**src/rtl/exe_mem_pkg.sv**
```systemverilog
// Shared types and default sizes for the EXE->MEM pipeline stage.
// Used by exe_mem_slot and exe_mem_stage_buf.
package exe_mem_pkg;

    // Default sizes of the vector datapath
    localparam int unsigned EXE_MEM_LANES  = 4;
    localparam int unsigned EXE_MEM_DATA_W = 32;
    localparam int unsigned EXE_MEM_RD_W   = 4;

    // Number of single-bit control flags carried alongside rd
    localparam int unsigned EXE_MEM_FLAG_W = 4;

    // Write-back / memory control word at the default rd width.
    // Field order is also the bit order used when packing the word.
    typedef struct packed {
        logic                    regWrite;
        logic                    memWrite;
        logic                    updateCnt;
        logic                    select;
        logic [EXE_MEM_RD_W-1:0] rd;
    } stage_ctrl_t;

    // Occupancy of the two-slot buffer
    typedef enum logic [1:0] {
        EMPTY = 2'd0,
        ONE   = 2'd1,
        TWO   = 2'd2
    } state_t;

    // The stage can take a beat in every state except TWO
    function automatic logic can_accept(input state_t s);
        return (s != TWO);
    endfunction

endpackage

```
**src/rtl/exe_mem_slot.sv**
```systemverilog
// One payload entry of the EXE->MEM stage (instantiated as MAIN and SKID).
// Control word loads whole on i_load. Each lane loads its data and compare
// bit only when its i_lane_en bit is set; a masked lane keeps its old data
// and has its compare bit forced to 0. Asynchronous active-low clear.
module exe_mem_slot #(
    parameter int unsigned LANES  = 4,
    parameter int unsigned DATA_W = 32,
    parameter int unsigned CTRL_W = 8
) (
    input  logic                    i_clk,
    input  logic                    i_rst_n,
    input  logic                    i_load,
    input  logic [LANES-1:0]        i_lane_en,
    input  logic [CTRL_W-1:0]       i_ctrl,
    input  logic [LANES-1:0]        i_cmp,
    input  logic [LANES*DATA_W-1:0] i_data,
    output logic [CTRL_W-1:0]       o_ctrl,
    output logic [LANES-1:0]        o_cmp,
    output logic [LANES*DATA_W-1:0] o_data
);

    logic [CTRL_W-1:0]       r_ctrl;
    logic [LANES-1:0]        r_cmp;
    logic [LANES*DATA_W-1:0] r_data;

    // Control word: replaced whole on every load
    always_ff @(posedge i_clk or negedge i_rst_n) begin
        if (!i_rst_n) begin
            r_ctrl <= '0;
        end else if (i_load) begin
            r_ctrl <= i_ctrl;
        end
    end

    for (genvar g = 0; g < LANES; g++) begin : g_lane
        // Per-lane capture: enabled lanes take new data, masked lanes hold data and clear compare
        always_ff @(posedge i_clk or negedge i_rst_n) begin
            if (!i_rst_n) begin
                r_cmp[g]                    <= 1'b0;
                r_data[g*DATA_W +: DATA_W]  <= '0;
            end else if (i_load) begin
                if (i_lane_en[g]) begin
                    r_cmp[g]                   <= i_cmp[g];
                    r_data[g*DATA_W +: DATA_W] <= i_data[g*DATA_W +: DATA_W];
                end else begin
                    r_cmp[g]                   <= 1'b0;
                end
            end
        end
    end

    assign o_ctrl = r_ctrl;
    assign o_cmp  = r_cmp;
    assign o_data = r_data;

endmodule

```
**src/rtl/exe_mem_stage_buf.sv**
```systemverilog
// EXE->MEM pipeline stage with a valid/ready handshake and a two-entry
// (MAIN + SKID) buffer so that memory-stage back-pressure reaches the
// execute stage only through a register. Synchronous flush squashes all
// held beats. Optional build macro: EXE_MEM_LANE_MASK_EN adds the lane_en
// port for per-lane capture masking.
//
// Handshake: a beat moves when valid and ready are both high at the rising
// clock edge; a producer keeps its beat stable while valid is high and ready
// is low. in_ready is a register; out_valid and the payload come from MAIN.
module exe_mem_stage_buf
    import exe_mem_pkg::*;
#(
    parameter int unsigned LANES  = EXE_MEM_LANES,
    parameter int unsigned DATA_W = EXE_MEM_DATA_W,
    parameter int unsigned RD_W   = EXE_MEM_RD_W
) (
    input  logic                    clk,
    input  logic                    reset,
    input  logic                    flush,
    input  logic                    in_valid,
    output logic                    in_ready,
    input  logic                    regWrite_in,
    input  logic                    memWrite_in,
    input  logic                    updateCnt_in,
    input  logic                    select_in,
    input  logic [RD_W-1:0]         rd_in,
    input  logic [LANES-1:0]        resCompare_in,
    input  logic [LANES*DATA_W-1:0] aluRes_in,
`ifdef EXE_MEM_LANE_MASK_EN
    input  logic [LANES-1:0]        lane_en,
`endif
    output logic                    out_valid,
    input  logic                    out_ready,
    output logic                    regWrite_out,
    output logic                    memWrite_out,
    output logic                    updateCnt_out,
    output logic                    select_out,
    output logic [RD_W-1:0]         rd_out,
    output logic [LANES-1:0]        resCompare_out,
    output logic [LANES*DATA_W-1:0] aluRes_out,
    output state_t                  o_dbg_state
);

    // Control word at this instance's rd width (same layout as stage_ctrl_t)
    typedef struct packed {
        logic            regWrite;
        logic            memWrite;
        logic            updateCnt;
        logic            select;
        logic [RD_W-1:0] rd;
    } ctrl_word_t;

    localparam int unsigned CTRL_W = $bits(ctrl_word_t);

    state_t r_state;
    state_t w_state_nxt;
    logic   r_in_ready;
    logic   w_in_ready_nxt;

    logic   w_accept;
    logic   w_consume;
    logic   w_out_valid;
    logic   w_main_load;
    logic   w_skid_load;
    logic   w_main_from_skid;

    logic [LANES-1:0]        w_in_lane_en;
    ctrl_word_t              w_in_ctrl;

    logic [LANES-1:0]        w_main_lane_en;
    ctrl_word_t              w_main_ctrl_d;
    logic [LANES-1:0]        w_main_cmp_d;
    logic [LANES*DATA_W-1:0] w_main_data_d;

    ctrl_word_t              w_main_ctrl_q;
    logic [LANES-1:0]        w_main_cmp_q;
    logic [LANES*DATA_W-1:0] w_main_data_q;

    ctrl_word_t              w_skid_ctrl_q;
    logic [LANES-1:0]        w_skid_cmp_q;
    logic [LANES*DATA_W-1:0] w_skid_data_q;

`ifdef EXE_MEM_LANE_MASK_EN
    assign w_in_lane_en = lane_en;
`else
    assign w_in_lane_en = '1;
`endif

    assign w_in_ctrl.regWrite  = regWrite_in;
    assign w_in_ctrl.memWrite  = memWrite_in;
    assign w_in_ctrl.updateCnt = updateCnt_in;
    assign w_in_ctrl.select    = select_in;
    assign w_in_ctrl.rd        = rd_in;

    assign w_out_valid = (r_state != EMPTY);
    assign w_accept    = in_valid & r_in_ready;
    assign w_consume   = w_out_valid & out_ready;

    // State register and registered in_ready
    always_ff @(posedge clk or negedge reset) begin
        if (!reset) begin
            r_state    <= EMPTY;
            r_in_ready <= 1'b1;
        end else begin
            r_state    <= w_state_nxt;
            r_in_ready <= w_in_ready_nxt;
        end
    end

    // Next state and slot load strobes; flush overrides every transition
    always_comb begin
        w_state_nxt      = r_state;
        w_main_load      = 1'b0;
        w_skid_load      = 1'b0;
        w_main_from_skid = 1'b0;
        if (flush) begin
            w_state_nxt = EMPTY;
        end else begin
            case (r_state)
                EMPTY: begin
                    if (w_accept) begin
                        w_main_load = 1'b1;
                        w_state_nxt = ONE;
                    end
                end
                ONE: begin
                    if (w_accept && !w_consume) begin
                        w_skid_load = 1'b1;
                        w_state_nxt = TWO;
                    end else if (w_accept && w_consume) begin
                        w_main_load = 1'b1;
                    end else if (w_consume) begin
                        w_state_nxt = EMPTY;
                    end
                end
                TWO: begin
                    // in_ready is low here, so only a consume can happen
                    if (w_consume) begin
                        w_main_load      = 1'b1;
                        w_main_from_skid = 1'b1;
                        w_state_nxt      = ONE;
                    end
                end
                default: begin
                    w_state_nxt = EMPTY;
                end
            endcase
        end
        w_in_ready_nxt = can_accept(w_state_nxt);
    end

    // MAIN input: the new beat, or the SKID entry copied verbatim (already merged)
    always_comb begin
        w_main_lane_en = w_in_lane_en;
        w_main_ctrl_d  = w_in_ctrl;
        w_main_cmp_d   = resCompare_in;
        w_main_data_d  = aluRes_in;
        if (w_main_from_skid) begin
            w_main_lane_en = '1;
            w_main_ctrl_d  = w_skid_ctrl_q;
            w_main_cmp_d   = w_skid_cmp_q;
            w_main_data_d  = w_skid_data_q;
        end
    end

    exe_mem_slot #(
        .LANES  (LANES),
        .DATA_W (DATA_W),
        .CTRL_W (CTRL_W)
    ) u_main (
        .i_clk     (clk),
        .i_rst_n   (reset),
        .i_load    (w_main_load),
        .i_lane_en (w_main_lane_en),
        .i_ctrl    (w_main_ctrl_d),
        .i_cmp     (w_main_cmp_d),
        .i_data    (w_main_data_d),
        .o_ctrl    (w_main_ctrl_q),
        .o_cmp     (w_main_cmp_q),
        .o_data    (w_main_data_q)
    );

    exe_mem_slot #(
        .LANES  (LANES),
        .DATA_W (DATA_W),
        .CTRL_W (CTRL_W)
    ) u_skid (
        .i_clk     (clk),
        .i_rst_n   (reset),
        .i_load    (w_skid_load),
        .i_lane_en (w_in_lane_en),
        .i_ctrl    (w_in_ctrl),
        .i_cmp     (resCompare_in),
        .i_data    (aluRes_in),
        .o_ctrl    (w_skid_ctrl_q),
        .o_cmp     (w_skid_cmp_q),
        .o_data    (w_skid_data_q)
    );

    // Write strobes are qualified by out_valid so an empty or squashed stage never writes
    assign in_ready       = r_in_ready;
    assign out_valid      = w_out_valid;
    assign regWrite_out   = w_out_valid & w_main_ctrl_q.regWrite;
    assign memWrite_out   = w_out_valid & w_main_ctrl_q.memWrite;
    assign updateCnt_out  = w_out_valid & w_main_ctrl_q.updateCnt;
    assign select_out     = w_main_ctrl_q.select;
    assign rd_out         = w_main_ctrl_q.rd;
    assign resCompare_out = w_main_cmp_q;
    assign aluRes_out     = w_main_data_q;
    assign o_dbg_state    = r_state;

endmodule

```
**config.mk**
```make
export PLATFORM = sky130hd
export DESIGN_NAME = exe_mem_stage_buf
export DESIGN_NICKNAME = d
export VERILOG_FILES = /design/src/rtl/exe_mem_pkg.sv /design/src/rtl/exe_mem_slot.sv /design/src/rtl/exe_mem_stage_buf.sv
export SDC_FILE = /design/constraint.sdc
export NUM_CORES = 1
export LEC_CHECK = 0
export ABC_AREA = 1
export BUFFER_PORTS_ARGS = -buffer_cell sky130_fd_sc_hd__buf_2
export CAP_MARGIN = 5
export CELL_PAD_IN_SITES_DETAIL_PLACEMENT = 0
export CELL_PAD_IN_SITES_GLOBAL_PLACEMENT = 1
export CORE_UTILIZATION = 31
export CTS_CLUSTER_DIAMETER = 50
export DETAILED_ROUTE_END_ITERATION = 7
export HOLD_SLACK_MARGIN = 0.06
export PLACE_DENSITY_LB_ADDON = 0.15
export REMOVE_ABC_BUFFERS = 1
export SLEW_MARGIN = 0
export SYNTH_ARGS = -nofsm -noshare
export SYNTH_HDL_FRONTEND = slang
export SYNTH_SLANG_ARGS = --single-unit
```
**constraint.sdc**
```tcl
create_clock -name clk -period 2.7 [get_ports clk]
set_input_delay 0.27 -clock clk [delete_from_list [all_inputs] [get_ports clk]]
set_output_delay 0.27 -clock clk [all_outputs]
set_load 0.02 [all_outputs]
```
# Yosys cells after proc, flatten, opt, wreduce, memory -nomap -nowiden
# Index checks and enable logic that the tools add are counted.
dict set report totals {
  regBits 283
  input_bits 145
  output_inout_bits 144
  wordCells 54
}
dict set report classes {
  eq_ne 3
  n_mux 21
  bitwise 5
  n_reduce_logical 5
}
# op n
set op_table {}
lappend op_table {{2-to-1 mux 128 bit} 1}
lappend op_table {{2-to-1 mux 2 bit} 6}
lappend op_table {{2-to-1 mux 1 bit} 10}
lappend op_table {{2-to-1 mux 8 bit} 1}
lappend op_table {{one-hot mux 2 bit (3 select lines)} 1}
lappend op_table {{AND 1 bit} 5}
lappend op_table {{2-to-1 mux 4 bit} 1}
lappend op_table {{one-hot mux 1 bit (3 select lines)} 1}
lappend op_table {{== test 2 x 1 -> 1 bit, second input constant} 1}
lappend op_table {{== test 2 bit, second input constant} 1}
lappend op_table {{logical AND 1 bit} 2}
lappend op_table {{logical NOT 2 bit} 1}
lappend op_table {{!= test 2 bit, second input constant} 1}
lappend op_table {{nonzero test 2 bit} 1}
lappend op_table {{logical NOT 1 bit} 1}

# Longest topological paths before layout
# Gate-level depths: netlist (run 1).
dict set report logic_depth {
  word_depth 8
  ltp_mapped 9
  ltp_nobuf 7
}

# Modules after synthesis
# Synthesis (run 1) repeated with hierarchy kept, for this count alone.
dict set report unflattened {
  cells_unflattened 1704
  area_unflattened_um2 13660.6
}
# mod instances cells_per_inst area_per_inst_um2 seq_area_each_um2
set by_module_without_submodules {}
lappend by_module_without_submodules {exe_mem_slot 2 610 5590.4 3503.4}
lappend by_module_without_submodules {exe_mem_stage_buf 1 484 2479.9 76.3}

# Least setup slack after synthesis (run 1)
# Ideal clock, no wire load.
dict set report synth_path {
  path_type {flip-flop to flip-flop}
  start {reg r_state[1] (netlist: o_dbg_state[1])}
  end {reg u_main.r_ctrl[4] (netlist: u_main.o_ctrl[4])}
  setup_time_ns 0.065
  arrival_time_ns 1.566
  required_ns 2.635
  path_slack_ns 1.069
  stages_incl_launch_ff 10
  n_path_buf 2
  period_less_slack_ns 1.631
  path_cell_list {dfrtp_1 > inv_1 > nand2_1 > nand2_1 > nand2_1 > nor2_2 > buf_2 > buf_2 > nand2_1 > nand2_1}
}
dict set report synth_between {
  elab_chain_len 7
  word_cells_on_any_way 16
  cone_classes {eq/ne: 2; mux: 8; bitwise: 1; reduce/logical: 5}
}
# element line
set synth_lines {}
lappend synth_lines {{start: declaration} exe_mem_stage_buf.sv:55} ;# state_t r_state;
lappend synth_lines {{start signal: assignment} exe_mem_stage_buf.sv:105} ;# r_state <= w_state_nxt;
lappend synth_lines {{nonzero test 2 bit *} exe_mem_stage_buf.sv:95} ;# assign w_out_valid = (r_state != EMPTY);
lappend synth_lines {{named net out_valid} exe_mem_stage_buf.sv:32} ;# output logic out_valid,
lappend synth_lines {{AND 1 bit *} exe_mem_stage_buf.sv:97} ;# assign w_consume = w_out_valid & out_ready;
lappend synth_lines {{logical AND 1 bit or logical NOT 1 bit (tied branches)} {exe_mem_stage_buf.sv:130, exe_mem_stage_buf.sv:127}}
lappend synth_lines {{2-to-1 mux 1 bit or logical AND 1 bit (tied branches)} {exe_mem_stage_buf.sv:130, exe_mem_stage_buf.sv:127}}
lappend synth_lines {{2-to-1 mux 1 bit} exe_mem_stage_buf.sv:127} ;# if (w_accept && !w_consume) begin
lappend synth_lines {{one-hot mux 1 bit (3 select lines)} exe_mem_stage_buf.sv:119} ;# case (r_state)
lappend synth_lines {{2-to-1 mux 1 bit} exe_mem_stage_buf.sv:116} ;# if (flush) begin
lappend synth_lines {{end signal: assignment} exe_mem_slot.sv:31} ;# r_ctrl <= i_ctrl;
lappend synth_lines {{end: declaration} exe_mem_slot.sv:22} ;# logic [CTRL_W-1:0] r_ctrl;
# The timed path passes the listed nets; every way through them passes the cells marked *.
# A chain may end at the register's enable or synchronous reset.

# Worst setup path in the final report (run 1)
dict set report layout_path {
  start {reg r_state[1] (netlist: o_dbg_state[1])}
  end {reg u_main.r_data[53] (netlist: u_main.o_data[53])}
}
dict set report layout_between {
  elab_chain_len 7
  word_cells_on_any_way 16
  cone_classes {eq/ne: 2; mux: 8; bitwise: 1; reduce/logical: 5}
}
# element line
set layout_lines {}
lappend layout_lines {{nonzero test 2 bit} exe_mem_stage_buf.sv:95}
lappend layout_lines {{AND 1 bit} exe_mem_stage_buf.sv:97}
lappend layout_lines {{logical AND 1 bit or logical NOT 1 bit (tied branches)} {exe_mem_stage_buf.sv:130, exe_mem_stage_buf.sv:127}}
lappend layout_lines {{2-to-1 mux 1 bit or logical AND 1 bit (tied branches)} {exe_mem_stage_buf.sv:130, exe_mem_stage_buf.sv:127}}
lappend layout_lines {{2-to-1 mux 1 bit} exe_mem_stage_buf.sv:127}
lappend layout_lines {{one-hot mux 1 bit (3 select lines)} exe_mem_stage_buf.sv:119}
lappend layout_lines {{2-to-1 mux 1 bit} exe_mem_stage_buf.sv:116}
lappend layout_lines {{end signal: indexed assignment} exe_mem_slot.sv:44} ;# r_data[g*DATA_W +: DATA_W] <= i_data[g*DATA_W +: DATA_W];
lappend layout_lines {{end: declaration} exe_mem_slot.sv:24} ;# logic [LANES*DATA_W-1:0] r_data;
# Parallel ways exist; a longest one is shown, timed or not.

==> results of run 1 <==
-- cells by family after synthesis --
| logic type | Yosys count | share of synthesized area [%] |
|---|---|---|
| buf+inv | 134 | 4.64 |
| flops | 283 | 55.0 |
| compound gates | 3 | 0.155 |
| simple gates | 1283 | 40.2 |
-- placed cells by master (no fill, tap or decap), drive strengths merged, types with 3 or more instances in the layout --
cell type	count
nand2	991
buf	311
dfrtp	282
nand3	280
dlygate4sd3	141
clkbuf	60
nor2	11
inv	10
clkinv	10
bufinv	5
clkinvlp	3
-- tightest hold or removal path, delay by kind of cell --
family	cells	cell delay, ps
simple gates	2	90
buf+inv	2	240
-- power by group --
| group | total, mW | internal, mW | leakage, nW | switching (mW) |
|---|---|---|---|---|
| clock network | 5.80 | 3.73 | 0.731 | 2.07 |
| registers | 5.70 | 5.17 | 3.55 | 0.530 |
| logic | 2.58 | 0.944 | 5.62 | 1.64 |
-- metal layers --
layer	GRT usage [%]	vias up	share of wire (%)
li1	-	6081	-
met1	29.2	5882	47
met2	33.2	324	46
met3	3.82	47	5.3
met4	6.12	2	1.6
met5	0	-	0.030
-- layout make-up --
type                            instances  area (um2)  area share, %
Tap cell                              532         666           3.75
Sequential cell                       283        7080           39.9
Timing Repair Buffer                  452        3220           18.2
Clock buffer                           60        1260           7.11
Clock inverter                         18         234           1.32
Inverter                               10        37.5          0.211
Multi-Input combinational cell       1286        5250           29.6
-- registers in the layout (all words and copies together) (netlist names) --
register,flops
u_skid.o_ctrl,8
u_skid.o_data,128
u_main.o_cmp,4
u_skid.o_cmp,4
u_main.o_data,128
in_ready,1
u_main.o_ctrl,8
o_dbg_state,2
-- metrics by stage --
step	utilization (%)	hold WS, ps	TNS [ps]	cell area, um2	setup WS (ps)
CTS	43.4	63.9	0	17800	640
global placement	36.3	315	0	14800	641
global route	43.4	115	0	17800	487
finish	43.4	105	0	17800	707
detailed placement	36.3	321	0	14800	655
floorplan	-	-25.6	-1827680	12300	-6630
-- worst paths after layout --
check	slack (ps)	depth (start not counted)	endpoint	from
min in group asynchronous	320	2	u_main.o_data[116]	reset
worst max register to register	710	8	u_main.o_data[53]	o_dbg_state[1]
worst max-delay path	710	8	u_main.o_data[53]	o_dbg_state[1]
max in group asynchronous	1550	3	u_main.o_data[77]	reset
worst min-delay path	110	4	o_dbg_state[0]	flush
worst min register to register	470	2	u_skid.o_data[52]	u_skid.o_data[52]
-- repair_timing --
action / in CTS / in global routing
endpoints found under the hold margin: 343 / 0
buffers inserted: 0 / 0
hold buffers: 141 / 0
==> results_dict.tcl, run 1 <==
set metrics [dict create \
    via_per_inst 4.67 \
    drc 0 \
    ys_warn_count 0 \
    power.leakage_nw 9.91 \
    maxCapViolCount 0 \
    path_clk_slew_ps 50 \
    yosysMostFrequentCell "nand2_1" \
    dp.cells 2422 \
    syn_area_um2 12900 \
    cp_num_buf_inv 3 \
    synthTopCellsByArea "dfrtp_1 55%, nand2_1 29%, nand3_1 11%" \
    drtIter0Drc 793 \
    cts_tree "done" \
    timing_hold_violations_final 0 \
    synth_top_cell_by_area "dfrtp_1" \
    path_common_cell "nand2_1" \
    synth_top_area_share_pct 54.8 \
    outcome "finished clean" \
    clock_skew_ps 11.9 \
    cts-htree-levels 2 \
    crit_path_max_fanout 38 \
    clkLatencyLatePin_ps 550 \
    grt_pass1_wl_um 69500 \
    ys_seq_elements 283 \
    fmax_ghz 0.502 \
    root_buffer "clkbuf_16" \
    netlist_top_cells_count "991 x nand2_1, 282 x dfrtp_1, 280 x nand3_1, 64 x buf_2, 56 x clkbuf_1" \
    async_flop_share_pct 100 \
    cts_buffer_depth 3 \
    path_cells "inv_1 -> nand2_1 -> nand2_1 -> inv_1 -> nand2_4 -> buf_4 -> nand2_1 -> nand2_1" \
    fill_cells 4183 \
    rsz0062_at_grt "false" \
    grt_pass1_vias 12275 \
    grt_use_total_pct 21.0 \
    tightest_slew_ps 807 \
    initial_utilization_pct 31.5 \
    antenna_cells 0 \
    maxSlewViolCount 0 \
    grt_max_degree 142 \
    setup_viol 0 \
    numCtsBuffers 42 \
    die-height_um 206 \
    synth_cell_types 15 \
    firstDrtPassIters 5 \
    slowest_delay_ps 440 \
    die_area_um2 42400 \
    grt-ovfl-total 0 \
    dieWidth_um 206 \
    antenna_left 0 \
    final_cells 2641 \
    routed_wl_um 44100 \
    wl_per_cell_um 16.7 \
    critPathTopFamily "simple AND/OR/NAND/NOR gates" \
    ios 289 \
    min_path_type "in -> reg" \
    required_ps 3190 \
    slowest_stage "dfrtp_1" \
    slew_headroom_pct 46.2 \
    end_kind "flop" \
    grt_antenna_before_repair 1 \
    io_buffers 288 \
    synth_edf_count 0 \
    hpwl_um 23400 \
    worstPathArrival_ps 2480 \
    ir_drop_mv 0.394 \
    worstSetupPathType "reg -> reg" \
    nNetsFinal 2220 \
    p_total_mw 14.1 \
    via_count 12336 \
    syn2layout_area_growth_pct 37.8 \
    rows 74 \
    synth.avg_cell_area_um2 7.57 \
    cts-resized-gates 0 \
    ys_seq_area_share_pct 55.0 \
    drive_gt1_share_pct 18.6 \
    core_area_um2 40900 \
    p_per_area_nw_per_um2 793 \
    finalCritPeriodShare_pct 73.8 \
    synthCells 1703 \
    post-route-min-period_ps 1990 \
    start_kind "flop" \
    clkSinkCount 283 \
    synth_ff_type "dfrtp_1" \
    gp_congestion 0.746 \
]
Note: power is estimated with default switching activity, not from simulation.
==> run 2, diff against run 1 <==
- clock period: 2.7 -> 1.82 ns (I/O delays scaled with it)
==> run 2 against run 1 <==
Net effect:
- power grew 48%
- non-clock buffer count is 31 higher
- first-iteration DRC count decreased by 3.7%
- via count is essentially flat
- worst setup slack got worse by 610 ps
- hold slack improved by 31 ps
- largest cell class unchanged
- highest routed layer unchanged
==> results_dict.tcl, run 2 (same netlist as run 1, synthesis figures left out) <==
set metrics [dict create \
    cts-htree-levels 2 \
    syn2layout_area_growth_pct 41.2 \
    cp_num_buf_inv 2 \
    timing_hold_violations_final 0 \
    ff2ff_path_depth 7 \
    r2r_slack_ps 160 \
    final_area_um2 18200 \
    crit_path_max_fanout 5 \
    start_kind "flop" \
    grt_pass1_vias 12068 \
    drc 0 \
    dp_slack_ps 126 \
    grt_antenna_before_repair 3 \
    rsz0062_at_grt "false" \
    fmax_ghz 0.579 \
    wl_per_cell_um 16.3 \
    fin_ws_ps 93.4 \
    grt_pass1_wl_um 68600 \
    core_area_um2 40900 \
    path_common_cell "nor2_1" \
    via_per_inst 4.62 \
    antenna_left 0 \
    clock_skew_ps 22.6 \
    post-route-min-period_ps 1730 \
    slowest_stage "dfrtp_2" \
    clkSinkCount 283 \
    routed_wl_um 43400 \
    tightest_slew_ps 489 \
    p_per_area_nw_per_um2 1150 \
    layout_commonest_cell "nand2_1" \
    worstSetupPathType "reg -> out" \
    r2r_start "in_ready" \
    cts_buffer_depth 3 \
    cp.depth 4 \
    ir_drop_mv 0.680 \
    ios 289 \
    regArea_um2 7090 \
    worstPathArrival_ps 1540 \
    rows 74 \
    maxCapViolCount 0 \
    die_area_um2 42400 \
    required_ps 1640 \
    cts_tree "done" \
    power.leakage_nw 10.1 \
    dieWidth_um 206 \
    drive_gt1_share_pct 19.5 \
    mostFrequentLayoutCells "988 x nand2_1, 287 x buf_2, 280 x nand3_1, 280 x dfrtp_1, 143 x dlygate4sd3_1" \
    clkLatencyLatePin_ps 560 \
    die-height_um 206 \
    path_clk_slew_ps 50 \
    multi_input_area_um2 5250 \
    grt-ovfl-total 0 \
    hpwl_um 25700 \
    finalCritPeriodShare_pct 94.9 \
    min_path_type "in -> async" \
    critPathTopFamily "flip-flops" \
    final_util_pct 44.5 \
    grt_use_total_pct 20.6 \
    end_kind "output port" \
    initial_utilization_pct 31.5 \
    fill_cells 4196 \
    place_area_um2 15300 \
    io_buffers 288 \
    gp_congestion 0.757 \
    slowest_delay_ps 430 \
    grt_max_degree 72 \
    r2r_end "u_skid.o_data[5]" \
    maxSlewViolCount 0 \
    drtIter0Drc 764 \
    outcome "finished clean" \
    setup_viol 0 \
    nNetsFinal 2251 \
    root_buffer "clkbuf_16" \
    numCtsBuffers 42 \
    firstDrtPassIters 5 \
    slew_headroom_pct 67.4 \
    path_cells "nor2_1 -> buf_4 -> nor2_1 -> buf_2" \
    via_count 12330 \
]
## run 2: cell count changes in the layout (fill, tap and decap cells not counted), sizes merged
| cell | change |
|---|---|
| clkbuf | -3 |
| buf | +29 |
| diode | +2 |
| bufinv | +1 |
| clkinvlp | -1 |
| dlygate4sd3 | +2 |
| clkinv | -2 |
## run 2: repair_timing
action,CTS,global route
endpoints found under the hold margin,564,0
pin swaps,0,1
gates resized for setup,1,1
setup endpoints to repair,1,17
hold buffers,143,0
buffers inserted,0,1
gates cloned,0,0
## run 2: report_power, final
group	internal, mW	switching [mW]
Combinational	1.50	2.45
Sequential	7.67	0.762
Clock	5.48	2.98
## run 2: cell type report
| cell class | count | area share, % |
|---|---|---|
| sequential | 283 | 38.9 |
| multi-input combinational | 1286 | 28.9 |
| timing repair buffer | 483 | 20.3 |
| clock inverter | 16 | 1.31 |
| antenna | 2 | 0.0275 |
| inverter | 10 | 0.206 |
| tap | 532 | 3.66 |
| clock buffer | 57 | 6.66 |
## run 2: stage by stage
| step | power (mW) | cells | hold slack (ps) | setup TNS (ps) |
|---|---|---|---|---|
| after CTS | 21.2 | 2666 | 126 | 0 |
| after detailed placement | 12.3 | 2450 | 116 | 0 |
| after floorplan | 10.5 | 1579 | -114 | -2051020 |
| after global placement | 12.2 | 2450 | 122 | 0 |
| after global routing | 22.0 | 2669 | 157 | 0 |
| final | 20.8 | 2669 | 136 | 0 |
## run 2: worst max path at each step
stage / from / end
floorplan: out_ready / u_main.o_cmp[0]
global placement: o_dbg_state[1] / u_main.o_data[24]
detailed placement: o_dbg_state[1] / u_main.o_data[24]
CTS: o_dbg_state[1] / regWrite_out
global route: o_dbg_state[1] / u_main.o_data[64]
finish: o_dbg_state[0] / regWrite_out
## run 2: routing by layer
metal	vias to the layer above	wire [um]	global-route usage, %
met2	315	20000	32.5
met4	2	835	6.01
met1	5821	20300	28.8
met3	55	2300	3.60
li1	6137	-	-
met5	-	13	0
==> run 3, diff against run 2 <==
- SYNTH_HIERARCHICAL: unset -> 1
==> run 3 against run 2 <==
Net effect:
- sequential share of layout area is 1.1 points lower
- via count down 0.19%
- area after synthesis is 6.0% higher
- cell count is 2.7% higher
- power is 3.6% higher
- combinational power increased by 10%
- global-route usage fell by 1.7 points
- non-clock buffer count down 1
- register-to-register slack lost 90 ps
- synthesized cell count about the same
- critical path type is now reg -> reg
- largest power group unchanged
==> results_dict.tcl, run 3 <==
set metrics [dict create \
    outcome "finished clean" \
    critPathTopFamily "simple AND/OR/NAND/NOR gates" \
    setup_viol 0 \
    fmax_ghz 0.573 \
    fill_cells 4504 \
    dp.cells 2503 \
    syn_area_um2 13700 \
    async_flop_share_pct 100 \
    wl_per_cell_um 15.9 \
    cts_tree "done" \
    ios 289 \
    ys_warn_count 6 \
    finalSetupTns_ps 0 \
    r2r_end "u_main/o_data[71]" \
    ys_seq_area_share_pct 51.9 \
    core_area_um2 43300 \
    final_cells 2742 \
    netlist_top_cells_count "730 x nand2_1, 282 x dfrtp_1, 264 x nand3_1, 151 x inv_1, 80 x o21ai_1" \
    grt-ovfl-total 0 \
    ys_seq_elements 283 \
    initial_utilization_pct 31.6 \
    firstDrtPassIters 5 \
    clock_skew_ps 14.3 \
    layout_commonest_cell "nand2_1" \
    synth_top_area_share_pct 51.7 \
    grt_pass1_vias 11753 \
    clkSinkCount 283 \
    maxSlewViolCount 0 \
    yosysMostFrequentCell "nand2_1" \
    final_area_um2 18700 \
    cts_buffer_depth 3 \
    syn2layout_area_growth_pct 37.1 \
    clkLatencyLatePin_ps 570 \
    dieWidth_um 212 \
    path_clk_slew_ps 60 \
    grt_use_total_pct 18.9 \
    nNetsFinal 2265 \
    maxCapViolCount 0 \
    synth_ff_type "dfrtp_1" \
    cts-htree-levels 2 \
    worstPathArrival_ps 2190 \
    drtIter0Drc 723 \
    ir_drop_mv 0.651 \
    die-height_um 212 \
    synth_edf_count 0 \
    worstSetupPathType "reg -> reg" \
    path_common_cell "nand2_1" \
    via_per_inst 4.49 \
    antenna_left 0 \
    finalCritPeriodShare_pct 95.9 \
    numCtsBuffers 45 \
    via_count 12306 \
    synthCells 1704 \
    synth_top_cell_by_area "dfrtp_1" \
    grt_max_degree 151 \
    slowest_stage "dfrtp_1" \
    required_ps 2270 \
    end_kind "flop" \
    drive_gt1_share_pct 22.6 \
    root_buffer "clkbuf_16" \
    die_area_um2 44900 \
    grt_antenna_before_repair 4 \
    slowest_delay_ps 380 \
    r2r_start "o_dbg_state[0]" \
    slew_headroom_pct 52.0 \
    critPathLaunch "o_dbg_state[0]" \
    final_util_pct 43.3 \
    mostFrequentLayoutCells "723 x nand2_1, 287 x buf_2, 282 x dfrtp_1" \
    synth_cell_types 21 \
    tightest_slew_ps 720 \
    path_cells "buf_4 -> nor2_4 -> nand3_4 -> buf_16 -> nand2_1 -> o21ai_2 -> nand3_1 -> nand2_1" \
    grt_pass1_wl_um 66500 \
    routed_wl_um 43500 \
    p_per_area_nw_per_um2 1150 \
    synthTopCellsByArea "dfrtp_1 52%, nand2_1 20%, nand3_1 9.7%" \
    drc 0 \
    start_kind "flop" \
    power.leakage_nw 10.2 \
    min_path_type "in -> async" \
    crit_path_max_fanout 150 \
    io_buffers 288 \
    ff2ff_path_depth 8 \
    gp_congestion 0.748 \
    hpwl_um 25400 \
    rows 76 \
    cp_num_buf_inv 2 \
    r2r_slack_ps 70 \
    synth.avg_cell_area_um2 8.02 \
    place_area_um2 15500 \
    timing_hold_violations_final 0 \
    post-route-min-period_ps 1750 \
]
## run 3: cell type report
class / count / area (um2) / area share [%]
repair buffers: 482 / 3650 / 19.5
well taps: 585 / 732 / 3.91
diodes: 4 / 10.0 / 0.0534
flip-flops and latches: 283 / 7080 / 37.8
clock buffers: 59 / 1250 / 6.66
multi-input cells: 1156 / 5160 / 27.5
clock inverters: 21 / 287 / 1.53
inverters: 152 / 571 / 3.05
## run 3: per-stage QoR
stage / setup slack [ps] / hold WS (ps) / power, mW
final: 74.5 / 107 / 21.6
after global routing: -14.3 / 117 / 22.8
after CTS: 51.2 / 75.6 / 21.8
after detailed placement: 49.5 / 106 / 12.5
after global placement: 59.2 / 102 / 12.4
after floorplan: -9730 / -114 / 10.8
## run 3: cell families after synthesis
kind of cell	share of synthesized area [%]
and+or+nand+nor	30.2
DFF	51.9
AOI/OAI and AO/OA	6.91
buffers and inverters	11.0
other	0.0275
## run 3: routing by layer
| metal | vias to the layer above | global-route usage [%] | wire [um] |
|---|---|---|---|
| met4 | 0 | 6.50 | 1090 |
| met5 | - | 0 | 0 |
| met1 | 5754 | 25.9 | 20400 |
| met2 | 313 | 29.9 | 19800 |
| met3 | 72 | 3.40 | 2250 |
| li1 | 6167 | - | - |
## run 3: worst max path at each step
stage                              end  slack [ps]  cells past startpoint
finish               u_main/o_data[71]          70                      8
global route         u_main/o_data[74]         -10                     10
CTS                  u_skid/o_data[73]          50                      8
detailed placement   u_main/o_data[54]          50                     10
global placement     u_main/o_data[51]          60                      8
floorplan           u_main/o_data[100]       -9730                      8
## run 3: report_power, final
group	switching [mW]	leakage, nW	internal [mW]
logic	2.73	5.82	1.61
registers	0.753	3.61	7.65
clock network	3.18	0.740	5.67
total	6.66	10.2	14.9
## run 3: timing repair
action                                 in CTS  in global routing
hold buffers                              143                  0
setup buffers                               1                  4
gates cloned                                0                  7
pin swaps                                   0                  1
gates resized for setup                     0                 29
endpoints found under the hold margin     565                  0
setup endpoints to repair                   1                152
